### config.mk
export PLATFORM = sky130hd
export DESIGN_NAME = i2s_rx
export DESIGN_NICKNAME = d
export VERILOG_FILES = /design/src/rtl/i2s_rx.sv
export SDC_FILE = /design/constraint.sdc
export NUM_CORES = 1
export LEC_CHECK = 0
export BUFFER_PORTS_ARGS = -buffer_cell sky130_fd_sc_hd__buf_2
export CAP_MARGIN = 10
export CELL_PAD_IN_SITES_DETAIL_PLACEMENT = 2
export CELL_PAD_IN_SITES_GLOBAL_PLACEMENT = 2
export CORE_MARGIN = 2
export CORE_UTILIZATION = 37
export CTS_CLUSTER_SIZE = 28
export DETAILED_ROUTE_END_ITERATION = 8
export PLACE_DENSITY_LB_ADDON = 0.1
export SLEW_MARGIN = 10
export SYNTH_ARGS = -nofsm -noshare
export SYNTH_HDL_FRONTEND = slang
export SYNTH_SLANG_ARGS = --single-unit
### constraint.sdc
create_clock -name clk -period 1.62 [get_ports clk]
set_input_delay 0.324 -clock clk [delete_from_list [all_inputs] [get_ports clk]]
set_output_delay 0.324 -clock clk [all_outputs]
set_load 0.01 [all_outputs]
### src/rtl/i2s_rx.sv
`default_nettype none
// ============================================================================
// Module   : i2s_rx
// Brief    : I2S receiver; oversamples sclk/lrclk/sdi in the clk domain and
//            delivers DW-bit words with channel tag over a valid/ready port.
// Revision : 1.0 - initial release
// ============================================================================
module i2s_rx #(
    parameter int DW          = 24,
    parameter int SYNC_STAGES = 2
) (
    input  logic          clk,
    input  logic          rst,
    input  logic          sclk,
    input  logic          lrclk,
    input  logic          sdi,
    output logic [DW-1:0] o_sample,
    output logic          o_channel,
    output logic          o_valid,
    input  logic          i_ready,
    output logic          o_overflow
);

    localparam int              c_cnt_w = $clog2(DW + 1);
    localparam logic [c_cnt_w-1:0] c_dw   = c_cnt_w'(DW);
    localparam logic [c_cnt_w-1:0] c_last = c_cnt_w'(DW - 1);
    localparam logic [c_cnt_w-1:0] c_one  = c_cnt_w'(1);

    logic [SYNC_STAGES-1:0] r_sclk_sync;
    logic [SYNC_STAGES-1:0] r_lr_sync;
    logic [SYNC_STAGES-1:0] r_sdi_sync;
    logic                   r_sclk_prev;
    logic                   r_lr_prev;
    logic                   r_primed;
    logic                   r_init;
    logic                   r_chan;
    logic [c_cnt_w-1:0]     r_cnt;
    // The final bit of each word goes straight into o_sample, so only
    // DW-1 bits need to be held here.
    logic [DW-2:0]          r_shift;

    logic          w_sclk;
    logic          w_lr;
    logic          w_sdi;
    logic          w_strobe;
    logic          w_slot_start;
    logic          w_capture;
    logic          w_load;
    logic [DW-1:0] w_shift_next;

    assign w_sclk       = r_sclk_sync[SYNC_STAGES-1];
    assign w_lr         = r_lr_sync[SYNC_STAGES-1];
    assign w_sdi        = r_sdi_sync[SYNC_STAGES-1];
    assign w_strobe     = w_sclk & ~r_sclk_prev;
    assign w_slot_start = w_strobe & r_primed & (w_lr != r_lr_prev);
    assign w_capture    = w_strobe & r_primed & r_init & (w_lr == r_lr_prev) & (r_cnt < c_dw);
    assign w_load       = w_capture & (r_cnt == c_last);
    assign w_shift_next = {r_shift, w_sdi};

    always_ff @(posedge clk) begin
        if (rst) begin
            r_sclk_sync <= '0;
            r_lr_sync   <= '0;
            r_sdi_sync  <= '0;
            r_sclk_prev <= 1'b0;
            r_lr_prev   <= 1'b0;
            r_primed    <= 1'b0;
            r_init      <= 1'b0;
            r_chan      <= 1'b0;
            r_cnt       <= '0;
            r_shift     <= '0;
            o_sample    <= '0;
            o_channel   <= 1'b0;
            o_valid     <= 1'b0;
            o_overflow  <= 1'b0;
        end else begin
            r_sclk_sync <= {r_sclk_sync[SYNC_STAGES-2:0], sclk};
            r_lr_sync   <= {r_lr_sync[SYNC_STAGES-2:0], lrclk};
            r_sdi_sync  <= {r_sdi_sync[SYNC_STAGES-2:0], sdi};
            r_sclk_prev <= w_sclk;

            // The first strobe after reset only records lrclk, so that a
            // reset landing mid-slot is never mistaken for a slot boundary.
            if (w_strobe) begin
                r_lr_prev <= w_lr;
                r_primed  <= 1'b1;
                if (w_slot_start) begin
                    r_init <= 1'b1;
                    r_cnt  <= '0;
                    r_chan <= w_lr;
                end else if (w_capture) begin
                    r_shift <= w_shift_next[DW-2:0];
                    r_cnt   <= r_cnt + c_one;
                end
            end

            if (w_load) begin
                o_sample   <= w_shift_next;
                o_channel  <= r_chan;
                o_valid    <= 1'b1;
                o_overflow <= o_valid & ~i_ready;
            end else begin
                o_overflow <= 1'b0;
                if (o_valid && i_ready) begin
                    o_valid <= 1'b0;
                end
            end
        end
    end

endmodule
`default_nettype wire

**Word level (Yosys, flattened, before mapping)**

Cells that the tools add are included.

- Bits in registers: 66
- Input bits: 6
- Output and inout port bits: 27

- $lt $le $gt $ge: 1
- $add $sub $neg: 1
- Eq/ne operators: 3
- Bitwise gates (word level): 12
- Reduce and logical (&&, ||, !) cells: 7
- Multiplexer cells: 4

Operator list:

| kind | count |
|---|---|
| 5-bit 2-to-1 mux | 2 |
| 1-bit AND | 8 |
| 5-bit by 1-bit adder with 5-bit output, second input constant | 1 |
| 5-bit == test, second input constant | 1 |
| 5-bit < comparator, second input constant | 1 |
| 1-bit NOT | 4 |
| 2-bit AND reduction | 2 |
| 2-bit nonzero test | 2 |
| 3-bit AND reduction | 1 |
| 1-bit 2-to-1 mux | 2 |
| 2-bit OR reduction | 1 |
| 1-bit == test | 1 |
| 1-bit logical AND | 1 |
| 1-bit inequality test | 1 |

**Longest topological paths before layout**

- Word-level depth: 9
- Depth in mapped cells: 6

**Least setup slack after synthesis**

Ideal clock, no wire load.

- Kind: register -> register
- Start: register r_lr_sync[1]
- End: register r_shift[18]
- Clock period less this slack: 1.370 ns
- Cell stages (with the launch flop): 6
- Required time: 1.548 ns
- Buffers on the path: 2
- Slack: 0.250 ns
- Data arrival time: 1.298 ns
- Path through: dfxtp_1 -> xnor2_2 -> and3_4 -> buf_12 -> buf_12 -> mux2i_1

- Cells in the longest elaborated chain, start to end: 4

Ends and longest elaborated chain:

| item | RTL line | RTL |
|---|---|---|
| start: declaration | 30 | `logic [SYNC_STAGES-1:0] r_lr_sync;` |
| start signal: assignment | 78 | `r_lr_sync <= {r_lr_sync[SYNC_STAGES-2:0], lrclk};` |
| 1-bit == test / 1-bit inequality test (equally long branches) | 56, 55 |  |
| 1-bit AND, on equally long branches | 56, 55 |  |
| 1-bit AND / 1-bit NOT (equally long branches) | -- |  |
| 3-bit AND reduction (no line) (*) | -- |  |
| end signal: assignment | 92 | `r_shift <= w_shift_next[DW-2:0];` |
| end: declaration | 40 | `logic [DW-2:0] r_shift;` |

Every way passes the cells marked *; elsewhere a longest branch is shown, timed or not.
A chain may end at the register's enable or synchronous reset.

**Final worst setup path**

- Start: register r_cnt[0]
- End: register o_sample[20]

- Cells in the longest elaborated chain, start to end: 3

Ends and longest elaborated chain:

| item | RTL line | RTL |
|---|---|---|
| start: declaration | 37 | `logic [c_cnt_w-1:0] r_cnt;` |
| start signal: assignment | 93 | `r_cnt <= r_cnt + c_one;` |
| 5-bit < comparator | 56 | `assign w_capture = w_strobe & r_primed & r_init & (w_lr == r_lr_prev) & (r_cnt < c_dw);` |
| 1-bit AND | 56 |  |
| 1-bit AND (*) | 57 | `assign w_load = w_capture & (r_cnt == c_last);` |
| end signal: assignment | 98 | `o_sample <= w_shift_next;` |
| end: declaration | 17 | `output logic [DW-1:0] o_sample,` |

Marked as above.

==> impl_metrics.py <==
metrics = {
    "status": {
        "outcome": "finished, final reports clean",
    },
    "cts": {
        "htreeDepth": 3,
        "cts_root_buffer": "clkbuf_8",
        "cts-buffers-inserted": 9,
        "cts_buffer_depth": 2,
        "clkTransAtPathRegs_ps": 70,
        "clkLatencyLatePin_ps": 330,
        "cts_tree": "built",
        "cts.sinks": 66,
        "holdBufCountCts": 0,
        "ctsResizeCount": 0,
        "post_cts.repair.setup_buffers": 0,
    },
    "timing": {
        "relSlewSlack_pct": 81.40,
        "finalCriticalPeriod_ps": 1519,
        "finClkSkew_ps": 9.691,
        "hold_viol": 0,
        "period_share_pct": 93.77,
        "final.setup.tns_ps": 0,
        "worst_pin_slew_ps": 279.0,
        "whs_ps": 199.8,
        "rsz0062_at_grt": "false",
        "timing.fmax_mhz": 658.3,
        "final-setup-viol-count": 0,
        "slew_viol_final": 0,
    },
    "drt": {
        "vias": 1720,
        "ant_nets": 0,
        "first_pass_iters": 4,
        "routed_wirelength_um": 5137,
        "routedWlPerCell_um": 13.85,
        "drcViolationCount": 0,
        "first_iter_violations": 40,
        "vias_per_cell": 4.636,
    },
    "synth": {
        "synth_edf_count": 0,
        "synth_top_cells_by_area": "dfxtp_1 (50%), mux2i_1 (19%), nand2b_1 (12%)",
        "synth_most_common_cell": "dfxtp_1",
        "ys_types": 28,
        "yosysWarnings": 0,
        "yosysTopAreaCell": "dfxtp_1",
        "synth_top_cell_area_share_pct": 50.45,
        "syn_inst": 234,
        "synth.avg_cell_area_um2": 11.19,
        "synth-seq-cells": 66,
        "synth_fp_nets": 241,
        "seq_area_frac_synth_pct": 50.45,
        "synthFlopType": "dfxtp_1",
        "netlist_area_mm2": 0.002619,
        "synthTopCellsByCount": "dfxtp_1 (66), nand2b_1 (52), mux2i_1 (51), nor2b_1 (11), clkbuf_1 (8)",
        "async_reset_ff_share_pct": 0,
    },
    "layout": {
        "nNetsFinal": 277,
        "fin_util_pct": 45.05,
        "stdcell_area_mm2": 0.003078,
        "diodes": 0,
        "area_growth_pct": 17.53,
        "drive_gt1_share_pct": 21.82,
    },
    "place": {
        "gp_congestion": 0.7100,
        "dp.final_hpwl_um": 3302,
        "dpl-instance-area_mm2": 0.002849,
        "io_buffers": 32,
    },
    "worst_hold_path": {
        "hold_path.class": "in -> reg",
    },
    "grt": {
        "antenna_found_initial": 0,
        "grt_pass1_wl_um": 8535,
        "grt_max_degree": 28,
        "grt_pass1_vias": 1773,
        "grt_usage_pct": 14.48,
        "gr-total-overflow": 0,
    },
    "power": {
        "totalPowerFinal_w": 0.003288,
        "power.density_mw_per_mm2": 1068,
        "ir_drop_mv": 0.5039,
        "p_leak_nw": 1.370,
    },
    "critical_path": {
        "crit_arrival_ps": 1730,
        "cp.required_ps": 1830,
        "endpoint_kind": "register",
        "crit_type": "reg -> reg",
        "cp_max_fo": 14,
        "start_kind": "register",
    },
    "die": {
        "dieArea_mm2": 0.007767,
        "start_util_pct": 38.33,
        "fp.dieH_um": 88.13,
        "fp.coreArea_mm2": 0.006832,
        "die_x_um": 88.13,
        "rows": 30,
        "pin_count": 33,
    },
    "flow_run": {
        "drv_cap": 0,
    },
}
critical path: stages, from the launching register on:
cell	delay (ps)
dfxtp_1	370
ha_1	230
and4b_1	260
nand4_2	140
buf_4	260
mux2i_1	150
stage by stage:
stage                     instances  worst slack, ps
after CTS                       371            95.98
after global placement          355            132.4
after detailed placement        355            124.3
after global routing            371            16.50
final                           371            101.0
after floorplan                 234            250.0
layout by cell type (no fill, tap or decap), types with 2 or more instances in the layout:
cell type	synthesis	final
and4b_1	2	2
nor2_1	5	5
buf_2	0	32
buf_4	0	6
buf_12	3	2
bufinv_16	0	2
mux2i_1	51	51
nand2b_1	52	52
clkbuf_8	0	11
nand4_1	3	3
o21ai_0	6	6
and3_1	3	3
inv_1	2	2
dfxtp_1	66	66
a21oi_1	4	4
nor2b_1	11	11
power breakdown:
| group | switching, W | internal, W | total (W) |
|---|---|---|---|
| Combinational | 0.0000330 | 0.0000411 | 0.0000741 |
| Clock | 0.000626 | 0.000952 | 0.00158 |
| Sequential | 0.00000565 | 0.00163 | 0.00164 |
| Total | 0.000664 | 0.00262 | 0.00329 |
per-layer routing:
layer | up-vias | global-route usage [%] | routed length, µm
met5 | - | 0 | 0
met4 | 0 | 7.438 | 72
met3 | 5 | 3.110 | 149
met2 | 22 | 24.04 | 2528
met1 | 836 | 17.68 | 2387
li1 | 857 | - | -
area by class of cell:
class,count,area [µm²]
Tap cell,96,120.1
Sequential cell,66,1321
Multi-Input combinational cell,151,1155
Timing Repair Buffer,40,245.2
Clock buffer,12,155.1
Clock inverter,4,73.82
Inverter,2,7.507
Fill cell,740,3754
kinds of logic after synthesis:
kind of cell    share of synthesized area (%)
xor+xnor                               0.6213
fa+ha+maj                              0.4777
simple gates                            21.02
mux                                     19.49
buf+inv                                 5.447
compound gates                          2.484
flops                                   50.45
final timing paths:
path	start	cells after the start	slack, ps	endpoint
setup / recovery	r_cnt[0]	5	100	o_sample[20]
hold / removal	sdi	2	200	r_sdi_sync[0]
setup reg to reg	r_cnt[0]	5	100	o_sample[20]
hold reg to reg	r_sdi_sync[0]	1	440	r_sdi_sync[1]
flip-flops by register name, summed over array words and instances (netlist names), 2 cells and up:
signal and count:
r_cnt 5, r_sdi_sync 2, r_shift 23, o_sample 24, r_sclk_sync 2, r_lr_sync 2
(Power assumes the default switching activity.)
